`config.mk`:
```
export PLATFORM = sky130hd
export DESIGN_NAME = csr_access_unit
export DESIGN_NICKNAME = d
export VERILOG_FILES = /design/src/rtl/csr_access_unit.sv
export SDC_FILE = /design/constraint.sdc
export NUM_CORES = 1
export LEC_CHECK = 0
export BUFFER_PORTS_ARGS = -buffer_cell sky130_fd_sc_hd__buf_2
export CORE_MARGIN = 4
export CORE_UTILIZATION = 45
export DETAILED_ROUTE_END_ITERATION = 6
export HOLD_SLACK_MARGIN = 0.05
export PLACE_DENSITY = 0.78
export SYNTH_ARGS = -nofsm -noshare
export SYNTH_HDL_FRONTEND = slang
export SYNTH_SLANG_ARGS = --single-unit
```
`constraint.sdc`:
```
create_clock -name i_clk -period 3.3 [get_ports i_clk]
set_clock_uncertainty 0.1 [all_clocks]
set_input_delay 0.825 -clock i_clk [delete_from_list [all_inputs] [get_ports i_clk]]
set_output_delay 0.825 -clock i_clk [all_outputs]
set_load 0.01 [all_outputs]
```
`src/rtl/csr_access_unit.sv`:
```
// csr_access_unit
//   Pipeline-side initiator for the CSR register file. Takes one decoded Zicsr
//   instruction (CSRRW/CSRRS/CSRRC and their immediate forms) per valid/ready
//   handshake and runs a fixed read-modify-write sequence on the CSR bus:
//   IDLE -> READ -> WRITE -> RESP, four cycles per instruction. The old CSR
//   value is returned for rd. Writes are suppressed for set/clear forms with a
//   zero source field, and both reserved funct3 encodings and writes to
//   read-only CSRs (addr[11:10] == 2'b11) are reported as illegal.
//
// Ports
//   i_clk, i_rst          clock (rising edge), asynchronous active-high reset
//   i_valid / o_ready     request handshake; accepted when both are high
//   i_funct3              Zicsr funct3
//   i_csr_addr            target CSR address
//   i_rs1_data            rs1 operand for the register forms
//   i_uimm                zimm / rs1 field (also decides write suppression)
//   o_done                one-cycle completion pulse
//   o_rd_data, o_illegal  result and illegal flag, valid while o_done is high
//   o_csr_addr            CSR bus address
//   o_csr_re              CSR read strobe
//   i_csr_rd              CSR read data, combinational from o_csr_addr
//   o_csr_we, o_csr_wd    CSR write strobe and final write value
module csr_access_unit #(
  parameter int WORD_SIZE = 32
) (
  input  logic                 i_clk,
  input  logic                 i_rst,
  input  logic                 i_valid,
  output logic                 o_ready,
  input  logic [2:0]           i_funct3,
  input  logic [11:0]          i_csr_addr,
  input  logic [WORD_SIZE-1:0] i_rs1_data,
  input  logic [4:0]           i_uimm,
  output logic                 o_done,
  output logic [WORD_SIZE-1:0] o_rd_data,
  output logic                 o_illegal,
  output logic [11:0]          o_csr_addr,
  output logic                 o_csr_re,
  input  logic [WORD_SIZE-1:0] i_csr_rd,
  output logic                 o_csr_we,
  output logic [WORD_SIZE-1:0] o_csr_wd
);

  typedef enum logic [1:0] {
    S_IDLE  = 2'd0,
    S_READ  = 2'd1,
    S_WRITE = 2'd2,
    S_RESP  = 2'd3
  } state_t;

  state_t               state_q, state_d;
  logic [1:0]           kind_q;     // funct3[1:0]: 01 write, 10 set, 11 clear
  logic [11:0]          addr_q;
  logic [WORD_SIZE-1:0] operand_q;
  logic [4:0]           uimm_q;
  logic [WORD_SIZE-1:0] old_q;

  logic                 wr_req;
  logic                 illegal;
  logic [WORD_SIZE-1:0] new_val;

  // The immediate/register choice is resolved at capture time, so only the
  // low two funct3 bits need to be kept.
  always_ff @(posedge i_clk or posedge i_rst) begin
    if (i_rst) begin
      state_q   <= S_IDLE;
      kind_q    <= 2'b00;
      addr_q    <= 12'h000;
      operand_q <= '0;
      uimm_q    <= 5'd0;
      old_q     <= '0;
    end else begin
      state_q <= state_d;
      if (state_q == S_IDLE && i_valid) begin
        kind_q    <= i_funct3[1:0];
        addr_q    <= i_csr_addr;
        operand_q <= i_funct3[2] ? {{(WORD_SIZE-5){1'b0}}, i_uimm} : i_rs1_data;
        uimm_q    <= i_uimm;
      end
      if (state_q == S_READ) begin
        old_q <= i_csr_rd;
      end
    end
  end

  // CSRRW always writes; set/clear forms write only with a non-zero source
  // field. The read-only check applies only when a write is actually wanted,
  // so reading a read-only CSR through CSRRS/CSRRC with x0 stays legal.
  assign wr_req  = (kind_q == 2'b01) || (uimm_q != 5'd0);
  assign illegal = (kind_q == 2'b00) || (wr_req && (addr_q[11:10] == 2'b11));

  always_comb begin
    new_val = operand_q;
    case (kind_q)
      2'b10:   new_val = old_q | operand_q;
      2'b11:   new_val = old_q & ~operand_q;
      default: new_val = operand_q;
    endcase
  end

  // The address is held from capture through RESP so the CSR block sees a
  // stable address for both the read and the write beat.
  assign o_csr_addr = addr_q;

  always_comb begin
    state_d   = state_q;
    o_ready   = 1'b0;
    o_done    = 1'b0;
    o_rd_data = '0;
    o_illegal = 1'b0;
    o_csr_re  = 1'b0;
    o_csr_we  = 1'b0;
    o_csr_wd  = '0;
    case (state_q)
      S_IDLE: begin
        o_ready = 1'b1;
        if (i_valid) begin
          state_d = S_READ;
        end
      end
      S_READ: begin
        o_csr_re = 1'b1;
        state_d  = S_WRITE;
      end
      S_WRITE: begin
        if (wr_req && !illegal) begin
          o_csr_we = 1'b1;
          o_csr_wd = new_val;
        end
        state_d = S_RESP;
      end
      S_RESP: begin
        o_done    = 1'b1;
        o_illegal = illegal;
        o_rd_data = illegal ? '0 : old_q;
        state_d   = S_IDLE;
      end
      default: state_d = S_IDLE;
    endcase
  end

endmodule

```
# --- Word-level counts from Yosys, hierarchy flattened ---
# Index checks and enable logic that the tools add are counted.
word_totals:
  ram_bits: 0
  register_bits: 85
  mem_count: 0
  out_inout_bits: 81
  in_bits: 87
  latch_bits: 0
  rom_bits: 0
  word_cells: 40
op_classes:
  eq_ne: 8
  n_addsub: 0
  order_cmp: 0
  reduce_logical: 9
  shift: 0
  n_div: 0
  multipliers: 0
  mux: 14
  n_bitwise: 3
op_table:
  columns: ["op", "count"]
  rows:
  - ["32-bit two-way mux", 5]
  - ["32-bit case mux with 2 select lines", 1]
  - ["32-bit AND", 1]
  - ["32-bit NOT", 1]
  - ["32-bit bitwise OR", 1]
  - ["2-bit equality test, second input constant", 5]
  - ["2-bit case mux with 4 select lines", 1]
  - ["1-bit two-way mux", 6]
  - ["5-bit nonzero test", 1]
  - ["2-bit by 1-bit equality test with 1-bit output, second input constant", 2]
  - ["2-bit zero test", 2]
  - ["1-bit logical AND", 3]
  - ["1-bit logical OR", 2]
  - ["2-bit two-way mux", 1]
  - ["2-bit inequality test, second input constant", 1]
  - ["1-bit zero test", 1]

# --- Depth between registers and ports, before layout ---
# Gate-level depths: netlist of the first run.
logic_depth:
  depth_word: 8
  ltp_mapped: 7
  ltp_nobuf: 5

# --- Least setup slack after synthesis of the first run ---
# Ideal clock, no wire load.
synth_timing:
  path_kind: "flip-flop to output port"
  start: "register kind_q[1]"
  end: "output o_csr_wd[21]"
  slack_ns: 0.734
  required_ns: 2.375
  arrival_ns: 1.641
  stages_incl_launch_ff: 6
  path_buffers: 3
  cell_sequence: "dfrtp_1 -> buf_2 -> and2_1 -> clkbuf_1 -> buf_2 -> a2111oi_0"
synth_via:
  elab_chain_cells: 8
  elab_cells_between_ends: 12
  classes_between: "3 x eq/ne; 3 x mux; 6 x reduce/logical"
synth_lines:
  columns: ["item", "line_no", "rtl"]
  rows:
  - ["from (decl)", "52", "logic [1:0] kind_q;"]
  - ["from (signal assigned)", "75", "kind_q <= i_funct3[1:0];"]
  - ["2-bit by 1-bit equality test with 1-bit output", "89", "assign wr_req = (kind_q == 2'b01) || (uimm_q != 5'd0);"]
  - ["1-bit logical OR", "89", null]
  - ["1-bit logical AND", "90", "assign illegal = (kind_q == 2'b00) || (wr_req && (addr_q[11:10] == 2'b11));"]
  - ["1-bit logical OR", "90", null]
  - ["1-bit zero test", "126", "if (wr_req && !illegal) begin"]
  - ["1-bit logical AND", "126", null]
  - ["32-bit two-way mux (*)", "126", null]
  - ["32-bit two-way mux (*)", "114", "case (state_q)"]
  - ["to (decl)", "41", "output logic [WORD_SIZE-1:0] o_csr_wd"]
# Mark *: on every way between the ends. The rest lies on a longest branch, timed or not.

# --- Worst setup path after layout of the first run ---
layout_timing:
  start: "register kind_q[1]"
  end: "output o_csr_wd[22]"
# Same word-level chain as after synthesis.

==> flow_summary.json, run 1 <==
{
  "syn_nets": 532,
  "syn_to_final_growth_pct": 26.8,
  "place.gp.congestion": 0.775,
  "initial_core_util_pct": 46.8,
  "placedInstanceArea_um2": 5310,
  "syn_inst": 441,
  "clockBufferDepth": 2,
  "slowest_stage": "a2111oi_0",
  "ios": 168,
  "grt_pass1_wl_um": 18800,
  "dieWidth_um": 106,
  "critPathCaptureType": "output pin",
  "dp_hpwl_um": 8660,
  "synth_top_area_share_pct": 48.7,
  "post-synth-top-area-cell": "dfrtp_1",
  "min_period_ps": 3220,
  "clk_latency_ps": 350,
  "synth_edf_count": 0,
  "clock.fmax_mhz": 311,
  "grt_max_degree": 48,
  "worstHoldStart": "operand_q[18]",
  "numCtsBuffers": 9,
  "min_to": "operand_q[18]",
  "async_flop_share_pct": 100,
  "drc": 0,
  "die_area_um2": 11300,
  "vdd_drop_max_v": 0.000500,
  "synth_area_leaders": "dfrtp_1, mux2_2, nand2b_1",
  "post_drt_wl_per_cell_um": 16.3,
  "cpPeakStageDelay_ps": 570,
  "worstPathRequired_ps": 2370,
  "cp.arrival_ps": 2290,
  "maxCapViolations": 0,
  "fin_area_um2": 5530,
  "synth_warnings": 0,
  "critical_path.cell_chain": "nor2b_1 > nor3_4 > buf_4 > a2111oi_0 > buf_2",
  "hold_class": "flop to flop",
  "fin_tns_setup_ps": 0,
  "clock-sinks": 85,
  "path_buf_inv": 2,
  "cp-start-kind": "flop",
  "critPathKind": "flop to output pin",
  "fin_cells": 727,
  "die_y_um": 106,
  "postSynthAreaPerCell_um2": 9.90,
  "finalCritPeriodShare_pct": 97.5,
  "path_delay_family": "compound AO/OA/AOI/OAI gates",
  "timing.rr.end": "uimm_q[3]",
  "reg2reg_slack_ps": 1300,
  "core.rowCount": 35,
  "cts_hold_buffers": 0,
  "worstReg2RegStart": "state_q[0]",
  "grtUsageTotal_pct": 21.0,
  "h-tree-depth": 3,
  "cp_max_fo": 20,
  "synth_cell_types": 28,
  "yosysSeqAreaShare_pct": 48.7,
  "hold_viol": 0,
  "dp_cells": 709,
  "syn_area_um2": 4360,
  "whs_path_depth": 2,
  "io_buffers": 167,
  "powerDensity_nw_per_um2": 903,
  "drt_iter0_drc": 177,
  "cts.clk_slew.worst_paths_ps": 80,
  "drtPass1Iterations": 5,
  "vias_per_cell": 5.23,
  "tightest_slew_ps": 681,
  "finalSetupViolCount": 0,
  "root_buffer": "clkbuf_8",
  "grt_pass1_vias": 3777,
  "wirelength_um": 11900,
  "ys.flop_type": "dfrtp_1",
  "cts_tree": "built",
  "antenna_left": 0,
  "grt_antenna_before_repair": 0,
  "nets": 684,
  "slew_headroom_pct": 54.5,
  "antenna_cells": 0,
  "slew_violations": 0,
  "grt-ovfl-total": 0,
  "p_leak_nw": 2.75,
  "core_um2": 9330,
  "outcome": "complete, no violations",
  "drive_gt1_share_pct": 42.6,
  "nFillCells": 832,
  "synth-seq-cells": 85,
  "r2r.worst_path.cells": 5,
  "dr_total_vias": 3802
}
-- report_power, final --
part           switching [mW]  total [mW]  internal, mW
clock network           0.376       0.772         0.396
logic                    1.28        2.33          1.05
registers               0.371        1.90          1.53
total                    2.03        5.00          2.97
-- final cells by class --
class                           instances  area (um2)  area share (%)
Sequential cell                        85        2130            38.5
Multi-Input combinational cell        312        2050            37.1
Timing Repair Buffer                  181         966            17.5
Tap cell                              129         161            2.92
Clock buffer                           12         155            2.80
Clock inverter                          4        56.3            1.02
Inverter                                4        16.3           0.294
-- worst min-delay path: stages, from the launching register on --
cell and delay [ps]:
dfrtp_1 360, nand2_1 50, o21ai_0 60
-- logic make-up after synthesis --
| group | share of synthesized area, % |
|---|---|
| AOI/OAI and AO/OA | 11.8 |
| muxes | 14.3 |
| buffers and inverters | 4.53 |
| DFF | 48.7 |
| adders and majority gates | 1.15 |
| and+or+nand+nor | 19.5 |
-- worst max-delay path by stage --
stage,from,end,slack [ps],cells past startpoint
after global routing,kind_q[1],o_csr_wd[15],-80,5
final,kind_q[1],o_csr_wd[22],80,5
after global placement,kind_q[1],o_csr_wd[25],460,5
after floorplan,i_rst,kind_q[0],180,1
after CTS,kind_q[1],o_csr_wd[22],70,5
after detailed placement,kind_q[1],o_csr_wd[25],470,5
-- cell usage after synthesis (3+ instances only) --
library cell,number
dfrtp_1,85
mux2_2,51
nor2_1,36
nand2_1,34
a21oi_1,33
o21ai_0,33
nand3_1,32
nand2b_1,27
clkbuf_1,21
a2111oi_0,16
and3b_1,15
nor3_1,15
buf_1,8
buf_2,8
mux2i_1,5
ha_1,4
inv_1,4
buf_6,3
-- stage by stage --
stage | setup slack (ps) | hold slack [ps] | total power, mW | util, %
5_1_grt | -78.1 | 421 | 5.37 | 59.3
2_1_floorplan | 182 | 364 | 3.44 | -
4_1_cts | 71.0 | 408 | 5.02 | 59.2
3_3_place_gp | 463 | 382 | 4.13 | 56.9
6_report | 82.6 | 402 | 5.00 | 59.3
3_5_place_dp | 471 | 388 | 4.24 | 56.9
-- metal layers --
layer | track usage (%) | vias up | share of wire, %
li1 | - | 1853 | -
met3 | 6.01 | 13 | 7.9
met1 | 26.7 | 1798 | 41
met5 | 0 | - | 0
met4 | 5.11 | 0 | 1.3
met2 | 35.6 | 138 | 49
-- layout by cell type (no fill, tap or decap), types with 5 or more instances in the layout --
cell type  Yosys  routed
nand3_1       32      32
a21oi_1       33      33
buf_2          8     167
and3b_1       15      15
nand2_1       34      33
nor2_1        36      36
dfrtp_1       85      84
a2111oi_0     16      16
nand2b_1      27      27
mux2i_1        5       5
buf_4          0      12
clkbuf_8       0      11
o21ai_0       33      33
mux2_2        51      51
nor3_1        15      15
-- state kept, by name, indices dropped and copies added, names as in the netlist --
signal / cells
uimm_q: 5
kind_q: 2
old_q: 32
operand_q: 32
state_q: 2
o_csr_addr: 12
-- repair_timing --
item                                    in CTS  in global routing
gates resized for setup                      0                  1
setup buffers                                0                  2
endpoints found under the setup margin       0                 15
(Power assumes the default switching activity.)
==> run 2, diff against run 1 <==
--- a/constraint.sdc
+++ b/constraint.sdc
@@ -3,3 +3,3 @@
 set_input_delay 0.825 -clock i_clk [delete_from_list [all_inputs] [get_ports i_clk]]
 set_output_delay 0.825 -clock i_clk [all_outputs]
-set_load 0.01 [all_outputs]
+set_load 0.02 [all_outputs]
==> run 2 against run 1 <==
Against the previous run: cell area is 0.75% lower; count of clock-buffer cells in the layout fell by 3; die area unchanged; fmax up 2.1%; routed wire length is 0.95% higher; clock power decreased by 14%; via count shrank 0.21%; total power grew 2.6%; critical path depth is 1 higher; non-clock buffer count decreased by 3; sequential share of layout area is 0.27 points higher; register-to-register slack got worse by 100 ps.
==> flow_summary.json, run 2 (same netlist as run 1, synthesis figures left out) <==
{
  "layout_setup_ws_ps": 148,
  "cp.depth": 6,
  "pwr-share-clk_pct": 12.9,
  "drt_iter0_drc": 178,
  "h-tree-depth": 3,
  "drc": 0,
  "core_um2": 9330,
  "regArea_um2": 2130,
  "clock-sinks": 85,
  "seqPwrFrac_pct": 36.6,
  "reg2reg_slack_ps": 1200,
  "min_to": "operand_q[3]",
  "vias_per_cell": 5.24,
  "io_buffers": 167,
  "place.gp.congestion": 0.799,
  "slew_headroom_pct": 46.3,
  "antenna_cells": 0,
  "cts_hold_buffers": 0,
  "maxCapViolations": 0,
  "slew_violations": 0,
  "cts.clk_slew.worst_paths_ps": 90,
  "root_buffer": "clkbuf_8",
  "nets": 681,
  "clockBufferDepth": 2,
  "cp.arrival_ps": 2230,
  "whs_path_depth": 2,
  "fin_tns_setup_ps": 0,
  "powerDensity_nw_per_um2": 934,
  "numCtsBuffers": 9,
  "path_buf_inv": 3,
  "most-common-layout-cells": "buf_2, dfrtp_1, mux2_2",
  "cp-start-kind": "flop",
  "finalCritPeriodShare_pct": 95.5,
  "post_drt_wl_per_cell_um": 16.6,
  "drive_gt1_share_pct": 42.5,
  "hold_viol": 0,
  "core.rowCount": 35,
  "cpPeakStageDelay_ps": 430,
  "finalSetupViolCount": 0,
  "dp_slack_ps": 437,
  "ios": 168,
  "die_area_um2": 11300,
  "clk_latency_ps": 340,
  "vdd_drop_max_v": 0.000402,
  "grt_pass1_wl_um": 19300,
  "combPwrFrac_pct": 50.4,
  "drtPass1Iterations": 4,
  "critPathKind": "flop to output pin",
  "r2r.worst_path.cells": 5,
  "cp_max_fo": 24,
  "dieWidth_um": 106,
  "wirelength_um": 12000,
  "multi_input_area_um2": 2060,
  "final_common_cell": "buf_2",
  "sw_frac_of_total_pct": 44.5,
  "p_leak_nw": 2.72,
  "worstHoldStart": "operand_q[3]",
  "outcome": "complete, no violations",
  "grt-ovfl-total": 0,
  "grtUsageTotal_pct": 21.5,
  "grt_max_degree": 54,
  "dr_total_vias": 3794,
  "timing.rr.end": "o_csr_addr[2]",
  "slowest_stage": "dfrtp_1",
  "cts_tree": "built",
  "path_delay_family": "buffers and inverters",
  "dp_hpwl_um": 8710,
  "tightest_slew_ps": 805,
  "nFillCells": 853,
  "worstReg2RegStart": "state_q[0]",
  "initial_core_util_pct": 46.8,
  "p_int_mw": 2.85,
  "grt_antenna_before_repair": 0,
  "grt_pass1_vias": 3924,
  "critPathCaptureType": "output pin",
  "min_period_ps": 3150,
  "antenna_left": 0,
  "hold_class": "flop to flop",
  "syn_to_final_growth_pct": 25.9,
  "clock.fmax_mhz": 317,
  "worstPathRequired_ps": 2370,
  "finalPower_mw": 5.13,
  "rsz0062_at_grt": "false",
  "critical_path.cell_chain": "inv_1 > ha_1 > nand3b_1 > buf_12 > a2111oi_0 > buf_2",
  "die_y_um": 106,
  "p_switching_mw": 2.28
}
run 2: changes by cell type in the layout (fill, tap and decap cells not counted), moves of 2 or more:
cell	delta
a2111oi_1	+3
clkbuf_8	-2
buf_4	-4
clkinvlp_4	+2
clkinv_2	+2
a2111oi_0	-3
run 2: cell type report:
cell class / count / share of cell area [%]
clock buffer: 9 / 2.26
clock inverter: 7 / 0.934
inverter: 4 / 0.296
multi-input combinational: 312 / 37.4
sequential: 85 / 38.7
tap: 129 / 2.94
timing repair buffer: 178 / 17.4
run 2: what timing repair did:
item                       in CTS  in global routing
setup endpoints to repair       0                  9
gates resized for setup         0                  4
setup buffers                   0                  0
run 2: worst max path at each step:
stage,start,end
after CTS,kind_q[1],o_csr_wd[22]
after floorplan,i_rst,kind_q[0]
after global placement,kind_q[1],o_csr_wd[25]
final,state_q[0],o_csr_wd[28]
after detailed placement,kind_q[1],o_csr_wd[22]
after global routing,state_q[0],o_csr_wd[26]
run 2: metal layers:
metal  GRT usage [%]  vias up  routed length, um
li1                -     1840                  -
met1            28.5     1783               5030
met3            4.68       18                957
met2            35.4      153               5780
met5               0        -                  0
met4            6.58        0                230
run 2: through the flow:
step | cell area, um2 | util (%) | hold slack, ps | cells
detailed placement | 5310 | 56.9 | 387 | 708
floorplan | 4360 | - | 364 | 441
finish | 5490 | 58.9 | 404 | 724
global route | 5490 | 58.9 | 440 | 724
CTS | 5490 | 58.8 | 407 | 724
global placement | 5310 | 56.9 | 382 | 708
run 2: worst min-delay path: stages (launching register included):
cell and delay, ps:
dfrtp_1 370, nand2_1 50, o21ai_0 60
run 2: power by group through the flow:
stage                     clock (mW)  sequential (mW)  combinational [mW]
after floorplan                    0             1.88                1.81
after global placement             0             1.86                2.53
after detailed placement           0             1.90                2.61
after CTS                      0.684             1.87                2.62
after global routing           0.729             1.94                2.86
final                          0.662             1.88                2.59
